===== src/rtl/oled_pkg.sv =====
// oled_pkg: definitions shared by the OLED init sequencer and its display-side
// receiver (oled_cmd_rx).
//   - SSD1306 command bytes used during power-up
//   - the sequencer's init command list, so both ends agree on it
//   - power-sequence FSM states, decoder states and error codes
//   - takes_arg(): true for commands that are followed by one argument byte
package oled_pkg;

    localparam logic [7:0] CMD_DISP_OFF    = 8'hAE;
    localparam logic [7:0] CMD_DISP_ON     = 8'hAF;
    localparam logic [7:0] CMD_CHARGE_PUMP = 8'h8D;
    localparam logic [7:0] CMD_CONTRAST    = 8'h81;
    localparam logic [7:0] CMD_PRECHARGE   = 8'hD9;
    localparam logic [7:0] CMD_COM_PINS    = 8'hDA;
    localparam logic [7:0] CMD_ADDR_MODE   = 8'h20;
    localparam logic [7:0] ARG_PUMP_ON     = 8'h14;

    // Init sequence sent by the sequencer. vbat is enabled just before
    // entry INIT_VBAT_IDX (the contrast command). The 8'h20 after COM_PINS
    // is that command's argument, not an addressing-mode command.
    localparam int INIT_LEN      = 12;
    localparam int INIT_VBAT_IDX = 5;
    localparam logic [7:0] INIT_CMDS [INIT_LEN] = '{
        CMD_DISP_OFF, CMD_CHARGE_PUMP, ARG_PUMP_ON, CMD_PRECHARGE, 8'hF1,
        CMD_CONTRAST, 8'h0F, 8'hA1, 8'hC8, CMD_COM_PINS, 8'h20, CMD_DISP_ON
    };

    typedef enum logic [2:0] {
        PWR_OFF  = 3'd0,
        VDD_UP   = 3'd1,
        IN_RESET = 3'd2,
        RES_DONE = 3'd3,
        VBAT_UP  = 3'd4,
        ACTIVE   = 3'd5
    } pwr_state_t;

    typedef enum logic {
        DEC_CMD = 1'b0,
        DEC_ARG = 1'b1
    } dec_state_t;

    typedef enum logic [2:0] {
        ERR_NONE        = 3'd0,
        ERR_VBAT_EARLY  = 3'd1,
        ERR_SHORT_RES   = 3'd2,
        ERR_EARLY_BYTE  = 3'd3,
        ERR_FRAMING     = 3'd4,
        ERR_DISP_UNSAFE = 3'd5
    } err_code_t;

    function automatic logic takes_arg(input logic [7:0] b);
        return (b == CMD_CHARGE_PUMP) || (b == CMD_CONTRAST) ||
               (b == CMD_PRECHARGE)   || (b == CMD_COM_PINS) ||
               (b == CMD_ADDR_MODE);
    endfunction

endpackage


===== src/rtl/oled_cmd_rx_if.sv =====
// oled_cmd_rx_if: the OLED power / SPI init link between the init sequencer
// (master) and the display or its loopback checker (slave).
//   sclk  serial clock, idles low; sdin is sampled on its rising edge
//   sdin  serial data, MSB first, changed while sclk is low
//   vdd   logic supply enable, active-low
//   vbat  panel supply enable, active-low
//   res   display reset, active-low
// Protocol: there is no valid/ready handshake; the master owns every signal
// and the slave only observes. A byte is eight sclk rising edges; the slave
// cannot back-pressure, so it must keep up with any sclk slower than
// clk / (2 * (SYNC_STAGES + 1)).
interface oled_cmd_rx_if;
    logic sclk;
    logic sdin;
    logic vdd;
    logic vbat;
    logic res;

    modport master (output sclk, sdin, vdd, vbat, res);
    modport slave  (input  sclk, sdin, vdd, vbat, res);
endinterface


===== src/rtl/oled_spi_shift_rx.sv =====
// oled_spi_shift_rx: input conditioning and byte assembly for oled_cmd_rx.
// Ports:
//   clk, rst              system clock, async active-high reset
//   sclk, sdin, vdd,      raw asynchronous link inputs
//   vbat, res
//   vdd_s, vbat_s, res_s  synchronized supply/reset levels
//   byte_valid            one-cycle strobe, cycle after the 8th sclk edge
//   byte_data             last completed byte, held
//   frame_err             one-cycle strobe when a partial byte times out
module oled_spi_shift_rx #(
    parameter int SYNC_STAGES  = 2,
    parameter int TIMEOUT_CLKS = 1000
) (
    input  logic       clk,
    input  logic       rst,
    input  logic       sclk,
    input  logic       sdin,
    input  logic       vdd,
    input  logic       vbat,
    input  logic       res,
    output logic       vdd_s,
    output logic       vbat_s,
    output logic       res_s,
    output logic       byte_valid,
    output logic [7:0] byte_data,
    output logic       frame_err
);

    localparam int IDLE_W = $clog2(TIMEOUT_CLKS + 1);

    // Bit order {vdd, vbat, res, sdin, sclk}. Supplies and reset come out
    // of reset at their inactive (high) level so the power FSM does not see
    // a false power-up while the chain fills.
    localparam logic [4:0] SYNC_RST = 5'b11100;

    logic [4:0]        sync_q [SYNC_STAGES];
    logic [4:0]        sync_out;
    logic              sclk_s;
    logic              sdin_s;
    logic              sclk_d;
    logic              sclk_rise;
    logic [6:0]        shift_q;
    logic [2:0]        bit_cnt;
    logic [IDLE_W-1:0] idle_cnt;

    always_ff @(posedge clk or posedge rst) begin
        if (rst) begin
            for (int i = 0; i < SYNC_STAGES; i++) sync_q[i] <= SYNC_RST;
        end else begin
            sync_q[0] <= {vdd, vbat, res, sdin, sclk};
            for (int i = 1; i < SYNC_STAGES; i++) sync_q[i] <= sync_q[i-1];
        end
    end

    // sdin goes through the same depth as sclk, so the synchronized data
    // bit is the one that was stable around the raw sclk rise.
    assign sync_out  = sync_q[SYNC_STAGES-1];
    assign sclk_s    = sync_out[0];
    assign sdin_s    = sync_out[1];
    assign res_s     = sync_out[2];
    assign vbat_s    = sync_out[3];
    assign vdd_s     = sync_out[4];
    assign sclk_rise = sclk_s & ~sclk_d;

    always_ff @(posedge clk or posedge rst) begin
        if (rst) begin
            sclk_d     <= 1'b0;
            shift_q    <= '0;
            bit_cnt    <= '0;
            idle_cnt   <= '0;
            byte_valid <= 1'b0;
            byte_data  <= '0;
            frame_err  <= 1'b0;
        end else begin
            sclk_d     <= sclk_s;
            byte_valid <= 1'b0;
            frame_err  <= 1'b0;
            if (!res_s) begin
                // Reset wins over a byte completing in the same cycle.
                bit_cnt  <= '0;
                idle_cnt <= '0;
            end else if (sclk_rise) begin
                shift_q  <= {shift_q[5:0], sdin_s};
                bit_cnt  <= bit_cnt + 3'd1;
                idle_cnt <= '0;
                if (bit_cnt == 3'd7) begin
                    byte_valid <= 1'b1;
                    byte_data  <= {shift_q, sdin_s};
                end
            end else if (bit_cnt != 3'd0) begin
                if (idle_cnt == IDLE_W'(TIMEOUT_CLKS - 1)) begin
                    bit_cnt   <= '0;
                    idle_cnt  <= '0;
                    frame_err <= 1'b1;
                end else begin
                    idle_cnt <= idle_cnt + IDLE_W'(1);
                end
            end else begin
                idle_cnt <= '0;
            end
        end
    end

endmodule


===== src/rtl/oled_cmd_rx.sv =====
// oled_cmd_rx: display-side receiver and loopback checker for the OLED init
// sequencer. Assembles SPI command bytes, decodes the SSD1306 commands that
// matter for power-up and tracks the vdd/res/vbat ordering.
// Ports:
//   clk, rst     system clock, async active-high reset
//   bus          link from the sequencer (slave modport)
//   byte_valid   one-cycle strobe per completed byte
//   byte_data    last completed byte
//   cmd_count    completed bytes, saturating at 31
//   display_on   0xAF sets, 0xAE clears
//   pump_en      charge pump state from 0x8D argument bit 2
//   contrast     argument of 0x81 (0x7F after reset)
//   init_done    power FSM reached ACTIVE
//   seq_err      sticky error flag
//   err_code     first error cause (err_code_t), 0 = none
//   pwr_state    power FSM state, for observation
//   dec_state    decoder FSM state, for observation
module oled_cmd_rx
    import oled_pkg::*;
#(
    parameter int SYNC_STAGES  = 2,
    parameter int TIMEOUT_CLKS = 1000,
    parameter int MIN_RES_CLKS = 100
) (
    input  logic         clk,
    input  logic         rst,
    oled_cmd_rx_if.slave bus,
    output logic         byte_valid,
    output logic [7:0]   byte_data,
    output logic [4:0]   cmd_count,
    output logic         display_on,
    output logic         pump_en,
    output logic [7:0]   contrast,
    output logic         init_done,
    output logic         seq_err,
    output logic [2:0]   err_code,
    output pwr_state_t   pwr_state,
    output dec_state_t   dec_state
);

    localparam int          RES_W       = $clog2(MIN_RES_CLKS + 1);
    localparam logic [7:0]  CONTRAST_RST = 8'h7F;

    logic             vdd_s, vbat_s, res_s, frame_err;
    dec_state_t       dec_next;
    pwr_state_t       pwr_next;
    logic [7:0]       pend_cmd, pend_next;
    logic             disp_next, pump_next, display_d;
    logic [7:0]       contrast_next;
    logic [RES_W-1:0] res_cnt, res_cnt_next;
    logic             af_unsafe, short_res, early_byte, vbat_early;
    err_code_t        err_q, err_new;

    oled_spi_shift_rx #(
        .SYNC_STAGES (SYNC_STAGES),
        .TIMEOUT_CLKS(TIMEOUT_CLKS)
    ) u_shift (
        .clk       (clk),
        .rst       (rst),
        .sclk      (bus.sclk),
        .sdin      (bus.sdin),
        .vdd       (bus.vdd),
        .vbat      (bus.vbat),
        .res       (bus.res),
        .vdd_s     (vdd_s),
        .vbat_s    (vbat_s),
        .res_s     (res_s),
        .byte_valid(byte_valid),
        .byte_data (byte_data),
        .frame_err (frame_err)
    );

    // Command decoder: commands with an argument park in pend_cmd until
    // the next byte arrives.
    always_comb begin
        dec_next      = dec_state;
        pend_next     = pend_cmd;
        disp_next     = display_on;
        pump_next     = pump_en;
        contrast_next = contrast;
        af_unsafe     = 1'b0;
        if (!res_s) begin
            dec_next      = DEC_CMD;
            disp_next     = 1'b0;
            pump_next     = 1'b0;
            contrast_next = CONTRAST_RST;
        end else if (byte_valid) begin
            case (dec_state)
                DEC_CMD: begin
                    if (takes_arg(byte_data)) begin
                        pend_next = byte_data;
                        dec_next  = DEC_ARG;
                    end else if (byte_data == CMD_DISP_OFF) begin
                        disp_next = 1'b0;
                    end else if (byte_data == CMD_DISP_ON) begin
                        disp_next = 1'b1;
                        af_unsafe = !pump_en || vbat_s;
                    end
                end
                DEC_ARG: begin
                    if (pend_cmd == CMD_CHARGE_PUMP) pump_next = byte_data[2];
                    else if (pend_cmd == CMD_CONTRAST) contrast_next = byte_data;
                    dec_next = DEC_CMD;
                end
                default: dec_next = DEC_CMD;
            endcase
        end
    end

    // Power sequence. res_cnt holds the number of clk cycles res has been
    // low, saturating at MIN_RES_CLKS.
    always_comb begin
        pwr_next     = pwr_state;
        res_cnt_next = res_cnt;
        short_res    = 1'b0;
        if (vdd_s) begin
            pwr_next = PWR_OFF;
        end else begin
            case (pwr_state)
                PWR_OFF: pwr_next = VDD_UP;
                VDD_UP: begin
                    if (!res_s) begin
                        pwr_next     = IN_RESET;
                        res_cnt_next = RES_W'(1);
                    end
                end
                IN_RESET: begin
                    if (res_s) begin
                        pwr_next  = RES_DONE;
                        short_res = (res_cnt < RES_W'(MIN_RES_CLKS));
                    end else if (res_cnt < RES_W'(MIN_RES_CLKS)) begin
                        res_cnt_next = res_cnt + RES_W'(1);
                    end
                end
                RES_DONE: if (!vbat_s) pwr_next = VBAT_UP;
                VBAT_UP:  if (display_on && !display_d && pump_en) pwr_next = ACTIVE;
                ACTIVE:   pwr_next = ACTIVE;
                default:  pwr_next = PWR_OFF;
            endcase
        end
    end

    // Lower code wins when several errors fire together.
    always_comb begin
        vbat_early = !vbat_s && vdd_s;
        early_byte = byte_valid &&
                     ((pwr_state == PWR_OFF) || (pwr_state == VDD_UP) ||
                      (pwr_state == IN_RESET));
        err_new = ERR_NONE;
        if (vbat_early)      err_new = ERR_VBAT_EARLY;
        else if (short_res)  err_new = ERR_SHORT_RES;
        else if (early_byte) err_new = ERR_EARLY_BYTE;
        else if (frame_err)  err_new = ERR_FRAMING;
        else if (af_unsafe)  err_new = ERR_DISP_UNSAFE;
    end

    always_ff @(posedge clk or posedge rst) begin
        if (rst) begin
            dec_state  <= DEC_CMD;
            pend_cmd   <= '0;
            display_on <= 1'b0;
            pump_en    <= 1'b0;
            contrast   <= CONTRAST_RST;
            display_d  <= 1'b0;
            pwr_state  <= PWR_OFF;
            res_cnt    <= '0;
            err_q      <= ERR_NONE;
            cmd_count  <= '0;
        end else begin
            dec_state  <= dec_next;
            pend_cmd   <= pend_next;
            display_on <= disp_next;
            pump_en    <= pump_next;
            contrast   <= contrast_next;
            display_d  <= display_on;
            pwr_state  <= pwr_next;
            res_cnt    <= res_cnt_next;
            if (err_q == ERR_NONE) err_q <= err_new;
            if (byte_valid && (cmd_count != 5'd31)) cmd_count <= cmd_count + 5'd1;
        end
    end

    assign init_done = (pwr_state == ACTIVE);
    assign seq_err   = (err_q != ERR_NONE);
    assign err_code  = err_q;

endmodule


===== src/flat_wrapper.sv =====
// flat-port wrapper written by rule: the top's interface ports become plain ports
module oled_cmd_rx_flat import oled_pkg::*;
#(
    parameter int SYNC_STAGES  = 2,
    parameter int TIMEOUT_CLKS = 1000,
    parameter int MIN_RES_CLKS = 100
)
  (clk, rst, byte_valid, byte_data, cmd_count, display_on, pump_en, contrast, init_done, seq_err, err_code, pwr_state, dec_state, bus_sclk, bus_sdin, bus_vdd, bus_vbat, bus_res);
  oled_cmd_rx_if bus_i ();
  input  logic clk;
  input  logic rst;
  output logic byte_valid;
  output logic [7:0] byte_data;
  output logic [4:0] cmd_count;
  output logic display_on;
  output logic pump_en;
  output logic [7:0] contrast;
  output logic init_done;
  output logic seq_err;
  output logic [2:0] err_code;
  output pwr_state_t pwr_state;
  output dec_state_t dec_state;
  input wire logic [$bits(bus_i.sclk)-1:0] bus_sclk;
  input wire logic [$bits(bus_i.sdin)-1:0] bus_sdin;
  input wire logic [$bits(bus_i.vdd)-1:0] bus_vdd;
  input wire logic [$bits(bus_i.vbat)-1:0] bus_vbat;
  input wire logic [$bits(bus_i.res)-1:0] bus_res;
  assign bus_i.sclk = bus_sclk;
  assign bus_i.sdin = bus_sdin;
  assign bus_i.vdd = bus_vdd;
  assign bus_i.vbat = bus_vbat;
  assign bus_i.res = bus_res;
  oled_cmd_rx #(.SYNC_STAGES(SYNC_STAGES), .TIMEOUT_CLKS(TIMEOUT_CLKS), .MIN_RES_CLKS(MIN_RES_CLKS)) u_core (.clk(clk), .rst(rst), .bus(bus_i), .byte_valid(byte_valid), .byte_data(byte_data), .cmd_count(cmd_count), .display_on(display_on), .pump_en(pump_en), .contrast(contrast), .init_done(init_done), .seq_err(seq_err), .err_code(err_code), .pwr_state(pwr_state), .dec_state(dec_state));
endmodule

===== config.mk =====
export PLATFORM = sky130hd
export DESIGN_NAME = oled_cmd_rx_flat
export DESIGN_NICKNAME = d
export VERILOG_FILES = /design/src/rtl/oled_pkg.sv /design/src/rtl/oled_cmd_rx_if.sv /design/src/rtl/oled_spi_shift_rx.sv /design/src/rtl/oled_cmd_rx.sv /design/src/flat_wrapper.sv
export SDC_FILE = /design/constraint.sdc
export NUM_CORES = 1
export LEC_CHECK = 0
export CORE_MARGIN = 5
export CORE_UTILIZATION = 40
export DETAILED_ROUTE_END_ITERATION = 10
export GPL_TIMING_DRIVEN = 0
export PLACE_DENSITY_LB_ADDON = 0.05
export SYNTH_ARGS = -nofsm -noshare
export SYNTH_HDL_FRONTEND = slang
export SYNTH_SLANG_ARGS = --single-unit

===== constraint.sdc =====
create_clock -name clk -period 4.3 [get_ports clk]
set_input_delay 0.43 -clock clk [delete_from_list [all_inputs] [get_ports clk]]
set_output_delay 0.43 -clock clk [all_outputs]
set_load 0.03 [all_outputs]

Yosys cells after proc, flatten, opt, wreduce, memory -nomap -nowiden
Cells that the tools add are included.

Flip-flop bits (word level): 79. Output and inout port bits: 33. Word-level logic and storage cells: 149.

Add/subtract/negate cells: 4. $lt $le $gt $ge: 1. Equality and inequality tests: 34. Multiplexer cells: 58. Bitwise logic cells: 4. Reduce and logical (&&, ||, !) cells: 29.

Operators with widths (number): $eq A8 B8 Y1 const B (8); $mux W3 (14); $mux W10 (4); $mux W8 (5); $mux W1 (29); $mux W7 (3); $pmux W3 S6 (1); $reduce_and A4 Y1 (4); $pmux W7 S2 (1); $ne A2 B2 Y1 const B (6); $add A10 B1 Y10 const B (1); $eq A10 B10 Y1 const B (1); $eq A3 B3 Y1 const B (3); $ne A3 B1 Y1 const B (3); $ne A3 B3 Y1 const B (3); $eq A8 B6 Y1 const B (1); $ne A2 B1 Y1 const B (4); $add A7 B1 Y7 const B (1); $logic_or A1 B1 Y1 (7); $lt A7 B7 Y1 const B (1); $eq A3 B2 Y1 const B (2); $logic_not A3 Y1 (2); $reduce_and A3 Y1 (2); $reduce_bool A3 Y1 (2); 13 further kinds (22).

Longest topological paths before layout
Gate-level depths: netlist of run 1.

Depth in word-level cells: 14. Gate-level depth with buffers: 7. Gate-level depth less buffers: 6.

Hierarchy
From an unflattened synthesis of run 1, not the netlist that was laid out.

Cell total of the unflattened synthesis: 297. Area total of the unflattened synthesis: 3552.2 um^2.

Modules (own cells, without submodules): oled_cmd_rx (times used 1, cells each 179, area each 1954.4 um^2); oled_spi_shift_rx (times used 1, cells each 118, area each 1597.8 um^2).

Least setup slack after synthesis of run 1
No wires, ideal clock.

Path kind: reg-to-reg. From: reg u_core.u_shift.byte_data[0]. To: reg u_core.pend_cmd[0]. Library setup time: 0.125 ns. Arrival: 1.876 ns. Required time: 4.175 ns. Slack: 2.299 ns. Cell stages (with the launch flop): 6. Buffers on the path: 1. Period minus slack after synthesis: 2.001 ns. Cell sequence: dfrtp_1 buf_6 or4b_1 o22ai_2 o2bb2ai_4 mux2_4.

Cells in the longest elaborated chain, start to end: 6. Elaborated cells between the ends (all ways): 10. Classes of those cells: eq/ne (5); reduce/logical (5).

RTL lines: from (decl) (RTL line oled_spi_shift_rx.sv:25) `output logic [7:0] byte_data,`; from (signal assigned) (RTL line oled_spi_shift_rx.sv:88) `byte_data <= {shift_q, sdin_s};`; $eq A8 B8 Y1 (RTL line oled_pkg.sv:52) `return (b == CMD_CHARGE_PUMP) || (b == CMD_CONTRAST) ||`; $logic_or A1 B1 Y1 (2 in series) (RTL line oled_pkg.sv:52); $logic_or A1 B1 Y1 (2 in series) (RTL line oled_pkg.sv:53) `(b == CMD_PRECHARGE) || (b == CMD_COM_PINS) ||`; $reduce_and A4 Y1 (no line); to (signal assigned) (RTL line oled_cmd_rx.sv:171) `pend_cmd <= pend_next;`; to (decl) (RTL line oled_cmd_rx.sv:47) `logic [7:0] pend_cmd, pend_next;`.

Parallel ways exist; a longest one is shown, timed or not. A chain may end at the register's enable or synchronous reset.

Final worst setup path of run 1
From: reg u_core.pwr_state[0]. To: out init_done.

Cells in the longest elaborated chain, start to end: 1.

RTL lines: from (decl) (RTL line oled_cmd_rx.sv:37) `output pwr_state_t pwr_state,`; from (signal assigned) (RTL line oled_cmd_rx.sv:176) `pwr_state <= pwr_next;`; $eq A3 B3 Y1 (RTL line oled_cmd_rx.sv:183) `assign init_done = (pwr_state == ACTIVE);`; to (decl) (RTL line flat_wrapper.sv:18) `output logic init_done;`.

No other way between the ends.

==> run_results.csv, run 1 <==
group,metric,value,unit
cts,cts.clk_slew.worst_paths,90,ps
cts,clock_tree.htree_level_count,3,
synth,count_of_cell_types_in_the_netlist,57,
sta,min_period_over_period,0.584,
synth,yosysWarningCount,0,
cells_and_area,finalNetCount,369,
synth,netlist_top_cells_area,"sky130_fd_sc_hd__dfrtp_1 47%, sky130_fd_sc_hd__dfstp_2 9.6%, sky130_fd_sc_hd__mux2_2 5.1%, sky130_fd_sc_hd__mux2i_1 3.4%, sky130_fd_sc_hd__nor2_1 2.5%",
synth,synth_cells,304,
synth,synth_enable_flop_cells,0,
synth,dominantRegCellSynth,"sky130_fd_sc_hd__dfrtp_1",
sta,timing.final.max_slew_violations,0,
critical_path,slowest_delay,670,ps
cts,worst_skew_pair_later_pin_latency,340,ps
critical_path,cp.arrival,2080,ps
cts,tritoncts,"yes",
critical_path,r2r_cells,5,
die,pin_count,40,
cells_and_area,area_growth_syn_to_layout,21.5,%
sta,final.setup.tns,0,ps
sta,fin_ws,1790,ps
sta,setup_viol,0,
cells_and_area,drive_gt1_frac,0.161,
synth,synth.ff_latch_count,79,
sta,timing_worst_slew_pin_value,552,ps
routing,avgRoutedWirePerCell,15.2,um
cells_and_area,fillers,804,
placed_design,portBuffers,39,
sta,timing.slew.headroom,0.632,
min_path,hold_class,"reg -> reg",
routing,route.detailed.vias_per_inst,5.14,
grt,global_route.usage.met3,0.0323,
die,coreArea,8680,um^2
routing,drc_errors,0,
grt,grt_use_met1,0.192,
cts,cts_post_setup_buffers_inserted,0,
sta,final-hold-violation-count,0,
critical_path,critical-path-slowest-cell,"sky130_fd_sc_hd__clkdlybuf4s50_1",
grt,largest_net_degree_at_the_start_of_global_routing,45,
min_path,holdPathStages,0,
grt,gr-total-overflow,0,
grt,global_route.usage.met2,0.217,
die,std_cell_rows,34,
cts,clock_path_buffers,2,
routing,dr.first_iter.drc_count,55,
power_and_ir_drop,leakage_power_total,1.87,nW
routing,via_count,2405,
grt,grt_antenna_before_repair,0,
cts,cts_root_buffer,"sky130_fd_sc_hd__clkbuf_8",
sta,fmax,398,MHz
critical_path,timing.critical_path.cells,"clkbuf_1 > inv_1 > nor2_1 > clkdlybuf4s50_1",
synth,synth.avg_cell_area,11.7,um^2
die,floorplan.initialDensity,0.409,
critical_path,path_class,"reg -> out",
routing,detailedRoute.firstPassIterationCount,4,
power_and_ir_drop,vdd.ir_drop.worst,0.000182,V
cts,clock-sinks,79,
grt,gr-usage-all-layers,0.140,
sta,fin_worst_hold_slack,353,ps
sta,skew,10.6,ps
critical_path,critical_path.startpoint_type,"flop",
power_and_ir_drop,cellPowerDensity,352,nW/um^2
die,fp.dieArea,10900,um^2
grt,grt_pass1_wl,12500,um
synth,synth_largest_area_cell,"sky130_fd_sc_hd__dfrtp_1",
critical_path,required_time_of_the_critical_path,3870,ps
critical_path,crit_path_max_fanout,10,
power_and_ir_drop,total_design_power,1.52,mW
cts,cts_resized,0,
die,die_w,104,um
cts,numCtsBuffers,9,
synth,synth_sequential_area_ratio,0.562,
placed_design,detailed_place_hpwl,4910,um
synth,postSynth.asyncResetShare,1.00,
synth,netlist_area,3550,um^2
routing,wirelength,7110,um
cells_and_area,num_antenna_cells,0,
cts,cts_hold_buf,0,
grt,number_of_global_route_vias_before_repair,2494,
status,run_status,"finished, final reports clean",
flow_run,max_cap_violations,0,
critical_path,end_kind,"primary output",
sta,timing.final.crit_period,2510,ps
grt,global_route.peak_usage_layer,"met2",
placed_design,placement.setup.worst_slack,2150,ps
routing,final_antenna_net_count,0,
placed_design,gpl.final_weighted_congestion,0.816,
synth,synth_fp_nets,318,
synth,synth_largest_type_area_fraction,0.465,
sta,rsz0062_at_grt,"no",
die,dieHeight,104,um
## per-stage QoR
| step | area (um^2) | cells | utilization |
|---|---|---|---|
| global placement | 4080 | 451 | 0.470 |
| global route | 4310 | 468 | 0.497 |
| floorplan | 3550 | 304 | - |
| CTS | 4310 | 468 | 0.497 |
| detailed placement | 4110 | 452 | 0.473 |
| finish | 4310 | 468 | 0.497 |
## cell families after synthesis
logic type / synth area share
AOI/OAI and AO/OA: 0.0955
xor gates and xnor gates: 0.0321
adders and majority gates: 0.0247
buffers and inverters: 0.0363
DFF: 0.562
muxes: 0.105
and+or+nand+nor: 0.145
## layer usage
layer | vias to the layer above | wire length [um]
met5 | - | 0
met4 | 0 | 78
met3 | 5 | 212
met2 | 40 | 3280
met1 | 1179 | 3540
li1 | 1181 | -
## report_power, final
group / switching (mW) / internal [mW]
Sequential: 0.0343 / 0.789
Clock: 0.272 / 0.302
Combinational: 0.0645 / 0.0559
Total: 0.370 / 1.15
## sequential cells by signal, indices dropped and copies added, names as in the netlist, 3 cells and up
signal,cells
u_core.u_shift.idle_cnt,10
u_core.u_shift.sync_out,5
u_core.u_shift.sync_q,5
u_core.cmd_count,5
u_core.err_code,3
u_core.pwr_state,3
u_core.pend_cmd,8
u_core.res_cnt,7
u_core.u_shift.byte_data,8
u_core.u_shift.shift_q,7
u_core.contrast,8
u_core.u_shift.bit_cnt,3
## cell usage after synthesis (all sizes together) (4+ instances only)
| master | number |
|---|---|
| a21oi | 7 |
| dfrtp | 66 |
| inv | 20 |
| dfstp | 13 |
| nand3 | 5 |
| nand2 | 20 |
| nand2b | 4 |
| clkbuf | 7 |
| nor3 | 7 |
| ha | 7 |
| xor2 | 6 |
| or3 | 6 |
| mux2 | 21 |
| nand3b | 5 |
| xnor2 | 7 |
| nor2b | 4 |
| nor2 | 24 |
| o21ai | 11 |
| nand4 | 6 |
| mux2i | 12 |
## final timing paths
kind,startpoint,endpoint,slack [ps]
worst max-delay path,u_core.pwr_state[0],init_done,1790
worst min-delay path,u_core.u_shift.sync_q[5],u_core.u_shift.sync_out[0],350
worst max register to register,u_core.u_shift.sync_out[2],u_core.pend_cmd[2],2220
worst min register to register,u_core.u_shift.sync_q[5],u_core.u_shift.sync_out[0],350
max in group asynchronous,rst,u_core.contrast[4],3190
min in group asynchronous,rst,u_core.pwr_state[2],470
## layout by cell type (no fill, tap or decap), types with 7 or more instances in the layout
cell,count
sky130_fd_sc_hd__a21oi_1,7
sky130_fd_sc_hd__clkbuf_1,8
sky130_fd_sc_hd__inv_1,19
sky130_fd_sc_hd__dfrtp_1,66
sky130_fd_sc_hd__nor2_1,24
sky130_fd_sc_hd__xnor2_1,7
sky130_fd_sc_hd__nand2_1,20
sky130_fd_sc_hd__mux2_2,16
sky130_fd_sc_hd__dfstp_2,13
sky130_fd_sc_hd__nor3_1,7
sky130_fd_sc_hd__clkdlybuf4s50_1,39
sky130_fd_sc_hd__mux2i_1,12
sky130_fd_sc_hd__o21ai_0,10
sky130_fd_sc_hd__ha_1,7
sky130_fd_sc_hd__clkbuf_8,11
## critical path: cells and delay by family, from the launching register on
kind                   cells  cell delay (ps)
buffers and inverters      3             1180
flip-flops                 1              450
AND/OR/NAND/NOR            1              120
## final cells by class
| class | count | area [um^2] | area share |
|---|---|---|---|
| sequential | 79 | 1990 | 0.462 |
| multi-input combinational | 195 | 1430 | 0.331 |
| timing repair buffer | 40 | 418 | 0.0969 |
| clock buffer | 12 | 155 | 0.0360 |
| tap | 108 | 135 | 0.0313 |
| inverter | 20 | 77.6 | 0.0180 |
| clock inverter | 4 | 53.8 | 0.0125 |
| buffer | 10 | 53.8 | 0.0125 |
Power figures use the tool's default switching activity.
==> run 2: changes to the inputs <==
- clock period: 4.3 -> 2.6 ns (I/O delays scaled with it)
==> results of run 2 <==
Same layout as run 1 (identical final DEF). Status: finished, final reports clean.
Among the figures that moved: setup slack after placement 2150 ps -> 509 ps; setup slack after layout 1790 ps -> 258 ps; hold slack 353 ps -> 302 ps; register-to-register setup slack 2220 ps -> 520 ps; total power 1.52 mW -> 2.51 mW; worst IR drop on VDD 0.000182 V -> 0.000301 V
